===== config.mk =====
export PLATFORM = sky130hd
export DESIGN_NAME = sparse_mac_pe
export DESIGN_NICKNAME = d
export VERILOG_FILES = /design/src/rtl/sparse_pkg.sv /design/src/rtl/sparse_mult_lane.sv /design/src/rtl/sparse_mac_pe.sv
export SDC_FILE = /design/constraint.sdc
export NUM_CORES = 1
export LEC_CHECK = 0
export CORE_MARGIN = 3
export CORE_UTILIZATION = 52
export CTS_BUF_LIST = sky130_fd_sc_hd__clkbuf_16
export DETAILED_ROUTE_END_ITERATION = 7
export PLACE_DENSITY = 0.82
export SETUP_SLACK_MARGIN = 0.2
export SYNTH_ARGS = -nofsm -noshare
export SYNTH_HDL_FRONTEND = slang
export SYNTH_SLANG_ARGS = --single-unit

===== constraint.sdc =====
create_clock -name clk -period 5.2 [get_ports clk]
set_input_delay 0.52 -clock clk [delete_from_list [all_inputs] [get_ports clk]]
set_output_delay 0.52 -clock clk [all_outputs]
set_load 0.1 [all_outputs]

===== src/rtl/sparse_pkg.sv =====
// Shared constants and the accumulator saturate/wrap helper for the sparse MAC PE.
package sparse_pkg;

    localparam int N_NZ_DEF       = 2;
    localparam int M_GRP_DEF      = 4;
    localparam int DATA_WIDTH_DEF = 8;
    localparam int ACC_WIDTH_DEF  = 24;

    typedef struct packed {
        logic        ovf;
        logic [63:0] value;
    } sat_res_t;

    // Adds at 64-bit precision; the caller keeps the low width bits, which gives
    // two's-complement wrap when saturation is off.
    function automatic sat_res_t sat_add(
        input logic signed [63:0] a,
        input logic signed [63:0] b,
        input int                 width,
        input logic               sat_en
    );
        logic signed [63:0] sum;
        logic signed [63:0] max_v;
        logic signed [63:0] min_v;
        sat_res_t           r;
        sum   = a + b;
        max_v = (64'sd1 <<< (width - 1)) - 64'sd1;
        min_v = -(64'sd1 <<< (width - 1));
        r.ovf = (sum > max_v) || (sum < min_v);
        if (r.ovf && sat_en) begin
            r.value = (sum > max_v) ? max_v : min_v;
        end else begin
            r.value = sum;
        end
        return r;
    endfunction

endpackage


===== src/rtl/sparse_mult_lane.sv =====
// One compressed-weight lane: index-select an activation, multiply, register the product.
module sparse_mult_lane #(
    parameter int DATA_WIDTH = 8,
    parameter int M_GRP      = 4,
    parameter int IDX_W      = 2
) (
    input  logic                                clk,
    input  logic                                rst,
    input  logic                                en,
    input  logic [M_GRP-1:0][DATA_WIDTH-1:0]    act_vec,
    input  logic [DATA_WIDTH-1:0]               w_val,
    input  logic [IDX_W-1:0]                    w_idx,
    output logic [2*DATA_WIDTH-1:0]             prod
);

    logic [DATA_WIDTH-1:0]          sel_act;
    logic signed [2*DATA_WIDTH-1:0] prod_next;

    // An index with no matching activation leaves sel_act at zero.
    always_comb begin
        sel_act = '0;
        for (int k = 0; k < M_GRP; k++) begin
            if (w_idx == IDX_W'(k)) begin
                sel_act = act_vec[k];
            end
        end
    end

    assign prod_next = $signed(sel_act) * $signed(w_val);

    always_ff @(posedge clk) begin
        if (rst) begin
            prod <= '0;
        end else if (en) begin
            prod <= prod_next;
        end
    end

endmodule


===== src/rtl/sparse_mac_pe.sv =====
// Two-stage sparse MAC: lane products in stage 1, group accumulate and result hand-off in stage 2.
module sparse_mac_pe
    import sparse_pkg::*;
#(
    parameter int N_NZ       = N_NZ_DEF,
    parameter int M_GRP      = M_GRP_DEF,
    parameter int DATA_WIDTH = DATA_WIDTH_DEF,
    parameter int ACC_WIDTH  = ACC_WIDTH_DEF,
    parameter int SAT_EN     = 1,
    localparam int IDX_W     = $clog2(M_GRP)
) (
    input  logic                                clk,
    input  logic                                rst,
    input  logic                                in_valid,
    output logic                                in_ready,
    input  logic                                in_last,
    input  logic [N_NZ-1:0][DATA_WIDTH-1:0]     w_val,
    input  logic [N_NZ-1:0][IDX_W-1:0]          w_idx,
    input  logic [M_GRP-1:0][DATA_WIDTH-1:0]    act_vec,
    output logic                                out_valid,
    input  logic                                out_ready,
    output logic signed [ACC_WIDTH-1:0]         psum_out,
    output logic                                ovf_out
);

    logic                                advance;
    logic [N_NZ-1:0][2*DATA_WIDTH-1:0]   prods;
    logic                                s1_valid_reg;
    logic                                s1_last_reg;
    logic [ACC_WIDTH-1:0]                acc_reg;
    logic                                ovf_grp_reg;
    logic signed [63:0]                  lane_sum;
    logic signed [63:0]                  acc_ext;
    sat_res_t                            res;
    logic                                unused_hi;

    // Every stage moves together; nothing advances while a result is held.
    assign in_ready = !out_valid || out_ready;
    assign advance  = in_ready;

    generate
        for (genvar gi = 0; gi < N_NZ; gi++) begin : g_lane
            sparse_mult_lane #(
                .DATA_WIDTH (DATA_WIDTH),
                .M_GRP      (M_GRP),
                .IDX_W      (IDX_W)
            ) u_lane (
                .clk     (clk),
                .rst     (rst),
                .en      (advance),
                .act_vec (act_vec),
                .w_val   (w_val[gi]),
                .w_idx   (w_idx[gi]),
                .prod    (prods[gi])
            );
        end
    endgenerate

    always_ff @(posedge clk) begin
        if (rst) begin
            s1_valid_reg <= 1'b0;
            s1_last_reg  <= 1'b0;
        end else if (advance) begin
            s1_valid_reg <= in_valid;
            s1_last_reg  <= in_last;
        end
    end

    always_comb begin
        lane_sum = '0;
        for (int i = 0; i < N_NZ; i++) begin
            lane_sum = lane_sum +
                {{(64-2*DATA_WIDTH){prods[i][2*DATA_WIDTH-1]}}, prods[i]};
        end
    end

    assign acc_ext   = {{(64-ACC_WIDTH){acc_reg[ACC_WIDTH-1]}}, acc_reg};
    assign res       = sat_add(acc_ext, lane_sum, ACC_WIDTH, SAT_EN != 0);
    assign unused_hi = ^res.value[63:ACC_WIDTH];

    // A last packet publishes acc+sum and restarts the group on the same edge.
    always_ff @(posedge clk) begin
        if (rst) begin
            acc_reg     <= '0;
            ovf_grp_reg <= 1'b0;
            out_valid   <= 1'b0;
            psum_out    <= '0;
            ovf_out     <= 1'b0;
        end else if (advance) begin
            out_valid <= 1'b0;
            if (s1_valid_reg) begin
                if (s1_last_reg) begin
                    psum_out    <= res.value[ACC_WIDTH-1:0];
                    ovf_out     <= ovf_grp_reg | res.ovf;
                    out_valid   <= 1'b1;
                    acc_reg     <= '0;
                    ovf_grp_reg <= 1'b0;
                end else begin
                    acc_reg     <= res.value[ACC_WIDTH-1:0];
                    ovf_grp_reg <= ovf_grp_reg | res.ovf;
                end
            end
        end
    end

endmodule


# Yosys cells after proc, flatten, opt, wreduce, memory -nomap -nowiden
# Cells that the tools add are included.
# Widths: inputs -> output; s select.
dict set report classes {
  multipliers 2
  bitwise_logic 1
  reduce_logical 7
  eq_ne 6
  n_lt_le_gt_ge 2
  addsub 2
  muxes 14
}
# cell count
set op_table {}
lappend op_table {{$mux 24} 3}
lappend op_table {{$mux 8} 8}
lappend op_table {{$mul 8x8->16} 2}
lappend op_table {{$add 24x17->25} 1}
lappend op_table {{$gt 25x24->1 const B} 1}
lappend op_table {{$lt 25x24->1 const B} 1}
lappend op_table {{$add 16x16->17} 1}
lappend op_table {{$eq 2x2->1 const B} 4}
lappend op_table {{$eq 2x1->1 const B} 2}
lappend op_table {{$logic_not 2->1} 2}
lappend op_table {{$mux 1} 3}
lappend op_table {{$reduce_and 3->1} 1}
lappend op_table {{$logic_or 1x1->1} 2}
lappend op_table {{$reduce_and 2->1} 1}
lappend op_table {{$logic_not 1->1} 1}
lappend op_table {{$or 1x1->1} 1}
dict set report totals {
  output_inout_bits 27
  register_bits 85
}

# Logic depth before layout (Yosys ltp)
# Gate-level depths: netlist of the first run.
dict set report depth {
  depth_word 6
  mapped_depth 22
  depth_no_buf 21
}

# By module
# From an unflattened synthesis of the first run, not the netlist that was laid out.
dict set report unflattened {
  hier_cells 1132
  hier_area_um2 10336.2
}
# module cells_each instances area_each_um2
set modules_own_cells {}
lappend modules_own_cells {sparse_mac_pe 435 1 3744.8}
lappend modules_own_cells {{sparse_mult_lane at g_lane[0].u_lane} 350 1 3299.4}
lappend modules_own_cells {{sparse_mult_lane at g_lane[1].u_lane} 347 1 3291.9}

# Worst setup path after synthesis of the first run
# No wires, ideal clock.
dict set report synth_path {
  path_kind {in2reg}
  start {input w_idx[2] in the netlist's numbering}
  end {register g_lane[1].u_lane.prod[15]}
  n_path_buf 1
  required_time_ps 5019
  slack_ps -442
  cell_stages 18
  arrival_ps 5461
  setup_ps 181
  cell_sequence {clkbuf_1 -> mux4_2 -> and2_1 -> fa_1 -> inv_1 -> fa_1 -> inv_1 -> fa_1 -> inv_1 -> fa_1 -> inv_1 -> ha_1 -> a2111oi_0 -> nor3_1 -> a41o_1 -> o41ai_2 -> xnor2_1 -> a21oi_1}
}
dict set report synth_via {
  elab_chain_len 6
  word_cells_on_any_way 9
  classes_between {1 x mul; 3 x eq/ne; 4 x mux; 1 x reduce/logical}
}
# element line_no
set synth_lines {}
lappend synth_lines {{start: declaration} sparse_mac_pe.sv:18} ;# input logic [N_NZ-1:0][IDX_W-1:0] w_idx,
lappend synth_lines {{$logic_not 2->1} sparse_mult_lane.sv:23} ;# if (w_idx == IDX_W'(k)) begin
lappend synth_lines {{$mux 8 (3 in a row)} sparse_mult_lane.sv:23}
lappend synth_lines {{$mux 8 (*)} sparse_mult_lane.sv:23}
lappend synth_lines {{$mul 8x8->16 (*)} sparse_mult_lane.sv:29} ;# assign prod_next = $signed(sel_act) * $signed(w_val);
lappend synth_lines {{end signal: assignment} sparse_mult_lane.sv:35} ;# prod <= prod_next;
lappend synth_lines {{end: declaration} sparse_mult_lane.sv:13} ;# output logic [2*DATA_WIDTH-1:0] prod
# Every way passes the cells marked *; elsewhere a longest branch is shown, timed or not.
# A chain may end at the register's enable or synchronous reset.

# Final worst setup path of the first run
# Same ends and word-level chain as after synthesis.

==> impl_metrics.toml, run 1 <==
[global_route]
grt_overflow = 0
grt_max_degree = 44
grt_use_total_pct = 25.2
antenna_found_initial = 0
first_global_vias = 8914
grt_pass1_wl_mm = 42.7

[synthesis]
synth_enable_flop_cells = 0
synth-main-ff-cell = "dfxtp_1"
ys_async_sr_fraction_pct = 0
synth.cell_area_um2 = 10000
avgSynthCellArea_um2 = 9.27
syn_nets = 1354
yosysUniqueCellTypes = 62
yosysTopAreaCellShare_pct = 27.0
ys_seq_area_share_pct = 17.0
synthTopCellsByCount = "inv_1 (182), fa_1 (135), nand2_1 (96), and2_1 (86), dfxtp_1 (85)"
synth.most_common_cell = "inv_1"
ys.warnings.count = 0
ys_top_cells_by_area = "fa_1 (27%), dfxtp_1 (17%), ha_1 (10%), inv_1 (6.8%), and2_1 (5.4%)"
synth_cells = 1081
synth_top_cell_by_area = "fa_1"
ys_ff_latch = 85

[finish]
drive_gt1_share_pct = 22.0
antenna_cells = 0
fin_area_um2 = 12800
area_delta_synth_final_pct = 27.4
largest_reg_flops = 32
nets = 1538

[clock_network]
ctsLongestPathBuffers = 2
worstSkewPairLatency_ps = 340
tritoncts = "built"
cts.clk_slew.worst_paths_ps = 60
holdBufCountCts = 0
cts_max_level = 3
root_buffer = "clkbuf_16"
clkSinkCount = 85
cts_made_buffers = 9

[place]
dp_hpwl_mm = 19.2
dp_slack_ps = -599
port_buffers = 83
gp_congestion = 0.868
placed_area_um2 = 11800

[setup_path]
endpoint_kind = "register"
r2r_start = "g_lane[1].u_lane.prod[15]$_SDFFE_PP0N_"
crit_path_start = "w_idx[2]"
crit_type = "in2reg"
cp_data_arrival_time_ps = 5330
regToRegSetupSlack_ps = 1160
worstPathRequired_ps = 5410
setup.worst_path.start_class = "primary input"
r2r_cells = 10
r2r_end = "acc_reg[9]$_SDFFE_PP0P_"
path_max_fanout = 8

[floorplanning]
fp.dieW_um = 145
initial_core_util_pct = 53.2
dieArea_um2 = 21000
die_h_um = 145
core_region_area_um2 = 18800
io-pin-count = 84
row_count = 50

[worst_hold_path]
min-delay-path-class = "reg2reg"
hold-path-endpoint = "ovf_grp_reg$_SDFFE_PP0P_"
min_path_cells = 2
hold_start = "ovf_grp_reg$_SDFFE_PP0P_"

[timing]
slew_viol_final = 0
max_freq_mhz = 195
fin_crit_sh_pct = 98.4
fin_setup_tns_ps = 0
hold_ws_ps = 459
max-slew-margin-rel_pct = 34.6
fin_crit_ps = 5120
finClkSkew_ps = 7.89
grt_setup_unrepaired = "true"
finalWorstSetupSlack_ps = 82.3
tightest_slew_ps = 977
setup_viol = 0
finalHoldViolCount = 0

[drt]
drt-vias-per-instance = 5.62
drt_first_pass_iters = 5
drt_wl_total_mm = 27.1
drc = 0
drtIter0Drc = 444
wl_per_cell_um = 17.7
vias = 8600
antenna_left = 0

[run_status]
status = "completed"

[flow_run]
drv_cap = 0
cell families (layout without fill, tap and decap cells):
kind of cell	count (synthesis)	count (layout)	share of synthesized area, %
buffers and inverters	216	405	8.54
adder cells (fa/ha/maj)	216	216	37.1
flip-flops	85	85	17.0
AND/OR/NAND/NOR	289	289	14.9
multiplexers	19	19	3.92
AO/OA/AOI/OAI	211	211	14.6
XOR/XNOR	45	45	3.93
worst max-delay path, cell delays in order:
cell,delay [ps]
buf_8,100
buf_12,120
buf_12,120
buf_4,120
mux4_2,550
and2_4,190
fa_1,440
ha_1,300
inv_1,60
fa_1,510
fa_1,560
inv_1,70
ha_4,220
a21o_1,200
a2111oi_4,340
nor3_2,100
a41o_1,220
o41ai_2,340
xnor2_1,160
a21oi_1,80
routing by layer:
layer	track usage (%)	vias up	part of all wire [%]	routed length (um)
met5	0	-	0	0
met4	8.89	0	4.1	1110
met3	3.55	100	6.0	1640
met2	44.2	352	51	13800
met1	31.7	4218	39	10600
li1	-	3930	-	-
worst max path at each step:
stage	slack, ps	cells past startpoint	end
global route	-80	20	g_lane[1].u_lane.prod[15]$_SDFFE_PP0N_
floorplan	150	18	g_lane[1].u_lane.prod[15]$_SDFFE_PP0N_
detailed placement	-600	20	g_lane[0].u_lane.prod[15]$_SDFFE_PP0N_
finish	80	20	g_lane[1].u_lane.prod[15]$_SDFFE_PP0N_
CTS	180	21	g_lane[1].u_lane.prod[15]$_SDFFE_PP0N_
global placement	-460	20	g_lane[0].u_lane.prod[15]$_SDFFE_PP0N_
final cells by class:
class	instances	area [um^2]
inverter	182	683
tap	260	325
clock buffer	9	225
multi-input combinational	780	7920
clock inverter	7	75.1
sequential	85	1700
timing repair buffer	207	1830
fill	1324	6070
placed cells by master (no fill, tap or decap), types with 22 or more instances in the layout:
master           synthesis  routed
a22o_1                  43      43
ha_1                    81      65
and2_4                   0      22
a21oi_1                 61      52
inv_2                    0      22
clkdlybuf4s50_1          0      46
and2_1                  86      64
dfxtp_1                 85      85
nand2_1                 96      89
inv_1                  182     161
dlygate4sd2_1            0      24
xnor2_1                 29      28
fa_1                   135     130
nor2_1                  25      25
buf_4                    3     107
stage by stage:
step	std cells	utilization [%]
2_1_floorplan	1081	-
3_3_place_gp	1474	62.6
3_5_place_dp	1474	62.6
4_1_cts	1521	66.5
5_1_grt	1530	67.8
6_report	1530	67.8
what timing repair did:
action	4_1_cts	5_1_grt
hold endpoints to repair	0	0
gates resized for setup	113	55
endpoints found under the setup margin	13	13
pin swaps	50	59
buffers inserted	31	9
Power of run 1 is left out: the tool's default activity adds up to more than one toggle a clock period on the data nets, which glitch-free logic cannot reach.
==> run 2, diff against run 1 <==
Settings changed: RECOVER_POWER from default to 100.
==> results of run 2 <==
The final DEF is identical to that of run 1; final timing and power are the same.
Power of run 2 is left out for the same reason.
==> run 3, diff against run 2 <==
Settings changed: CORE_MARGIN 3 to default.
==> run 3 against run 2 <==
The flow now finishes with violations (max-capacitance violations, max-slew violations). Non-clock buffer count shrank 6. Worst setup slack improved by 93 ps. Design area shrank 1.8%. Register-to-register slack worse by 260 ps. Clock skew is 2.2 ps lower. Core utilization is 0.97 points lower. Global-route usage is 0.68 points lower. Final cell count decreased by 2.1%. Hold slack gained 0.83 ps. First-iteration DRC count shrank 3.4%. Fmax increased by 1.8%.
==> impl_metrics.toml, run 3 (synthesis results as in run 1) <==
[global_route]
grt_use_total_pct = 24.5
antenna_found_initial = 0
first_global_vias = 8368
grt_max_degree = 44
grt_overflow = 0
grt_pass1_wl_mm = 39.0

[finish]
fin_area_um2 = 12500
nets = 1532
utilization_pct = 66.8
drive_gt1_share_pct = 18.9
seq_area_um2 = 1700
antenna_cells = 0
final_cell_mix = "inv_1 (166), fa_1 (131), buf_4 (101)"
n_fill_cell = 1416
area_delta_synth_final_pct = 25.1
largest_reg_flops = 32
final_common_cell = "inv_1"
multi_input_area_um2 = 7830

[setup_path]
slowest_delay_ps = 550
cp_data_arrival_time_ps = 5300
r2r_cells = 8
endpoint_kind = "register"
r2r_start = "out_valid$_SDFFE_PP0N_"
slowest_stage = "mux4_2"
crit_type = "in2reg"
worstPathRequired_ps = 5480
path_max_fanout = 5
cp_cell_sequence = "dlygate4sd2_1 > mux4_2 > and2_4 > fa_1 > inv_2 > fa_1 > inv_2 > fa_1 > inv_2 > fa_1 > inv_2 > ha_4 > a2111oi_4 > or4_4 > a31oi_4 > xnor2_2 > nand2_1 > a21oi_1"
setup.worst_path.start_class = "primary input"
r2r_end = "acc_reg[14]$_SDFFE_PP0P_"
regToRegSetupSlack_ps = 900
path_buf_inv = 5
critPathTopFamily = "adder cells"

[worst_hold_path]
hold-path-endpoint = "ovf_grp_reg$_SDFFE_PP0P_"
min_path_cells = 2
hold_start = "ovf_grp_reg$_SDFFE_PP0P_"
min-delay-path-class = "reg2reg"

[clock_network]
cts_made_buffers = 9
root_buffer = "clkbuf_16"
tritoncts = "built"
clkSinkCount = 85
cts_max_level = 3
worstSkewPairLatency_ps = 340
cts.clk_slew.worst_paths_ps = 60
ctsLongestPathBuffers = 2
holdBufCountCts = 0

[drt]
antenna_left = 0
drtIter0Drc = 429
drc = 0
drt_wl_total_mm = 23.7
drt_first_pass_iters = 4
vias = 8245
wl_per_cell_um = 15.8
drt-vias-per-instance = 5.50

[floorplanning]
dieArea_um2 = 19800
core_region_area_um2 = 18800
initial_core_util_pct = 53.4
io-pin-count = 84
row_count = 50
die_h_um = 141
fp.dieW_um = 141

[timing]
grt_setup_unrepaired = "true"
slew_viol_final = 81
fin_crit_ps = 5020
finalHoldViolCount = 0
finClkSkew_ps = 5.66
max-slew-margin-rel_pct = -11.9
fin_crit_sh_pct = 96.6
max_freq_mhz = 199
tightest_slew_ps = 1680
setup_viol = 0

[power_and_ir_drop]
p_leak_uw = 0.00603
max-vdd-ir-drop_uv = 383
p_per_area_nw_per_um2 = 713

[place]
dp_hpwl_mm = 18.7
port_buffers = 83
gp_congestion = 0.902
placed_area_um2 = 11800

[run_status]
violations = "max-capacitance violations, max-slew violations"
status = "complete, but fails checks"

[flow_run]
drv_cap = 2
==> run 3: cell types whose count changed in the layout (fill, tap and decap cells not counted), moves of 5 or more <==
cell             change
clkdlybuf4s15_1      +6
dlygate4sd3_1       +27
a21oi_1              +5
dlymetal6s2s_1      +15
clkdlybuf4s50_1     -27
inv_2                -7
inv_1                +5
buf_4                -6
ha_1                 +5
dlygate4sd2_1       -15
==> run 3: layout make-up <==
type                    instances  area share, %
multi-input cells             780           62.4
repair buffers                201           14.1
flip-flops and latches         85           13.6
inverters                     182           5.47
well taps                     234           2.34
clock buffers                   9           1.80
clock inverters                 7          0.329
==> run 3: stage by stage <==
stage | total power, uW | setup TNS, ps | std cells | hold WS (ps) | setup WS (ps)
after CTS | 8520 | 0 | 1477 | 461 | 201
after global placement | 7440 | -4420 | 1450 | 439 | -492
after detailed placement | 7680 | -5790 | 1450 | 446 | -601
after floorplan | 5960 | 0 | 1081 | 426 | 154
after global routing | 9840 | 0 | 1498 | 491 | 53.7
final | 8940 | 0 | 1498 | 460 | 175
==> run 3: per-layer routing <==
layer  up-vias  wire length (um)  global-route usage, %
met2       237             11900                   43.5
met3        59               991                   2.48
met5         -                 0                      0
li1       3914                 -                      -
met1      4035             10100                   30.8
met4         0               772                   9.04
==> run 3: worst max-delay path by stage <==
stage | start | to | slack (ps) | cells after the start
after floorplan | w_idx[2] | g_lane[1].u_lane.prod[15]$_SDFFE_PP0N_ | 150 | 18
after global placement | w_idx[0] | g_lane[0].u_lane.prod[15]$_SDFFE_PP0N_ | -490 | 20
after detailed placement | w_idx[2] | g_lane[1].u_lane.prod[15]$_SDFFE_PP0N_ | -600 | 19
after CTS | act_vec[24] | g_lane[1].u_lane.prod[15]$_SDFFE_PP0N_ | 200 | 17
after global routing | act_vec[29] | g_lane[0].u_lane.prod[11]$_SDFFE_PP0N_ | 50 | 23
final | act_vec[11] | g_lane[0].u_lane.prod[15]$_SDFFE_PP0N_ | 180 | 18
==> run 3: power by group <==
group          switching (uW)  internal, uW  leakage (uW)
sequential                196           874      0.000696
clock                     264           320      0.000127
combinational            3930          3350       0.00520
total                    4390          4550       0.00603
==> run 3: worst reg2reg max path, stage by stage (launching register included) <==
cell and delay, ps:
dfxtp_1 340, nor2b_2 160, clkbuf_1 630, inv_1 300, clkbuf_1 1240, nand3_1 560, a21oi_1 250, clkbuf_2 500
a22o_1 250
==> run 3: repair_timing <==
action | in CTS | in global routing
buffers inserted | 11 | 21
endpoints found under the setup margin | 12 | 13
hold endpoints to repair | 0 | 0
gates resized for setup | 45 | 90
pin swaps | 14 | 36
Note: power is estimated with default switching activity, not from simulation.
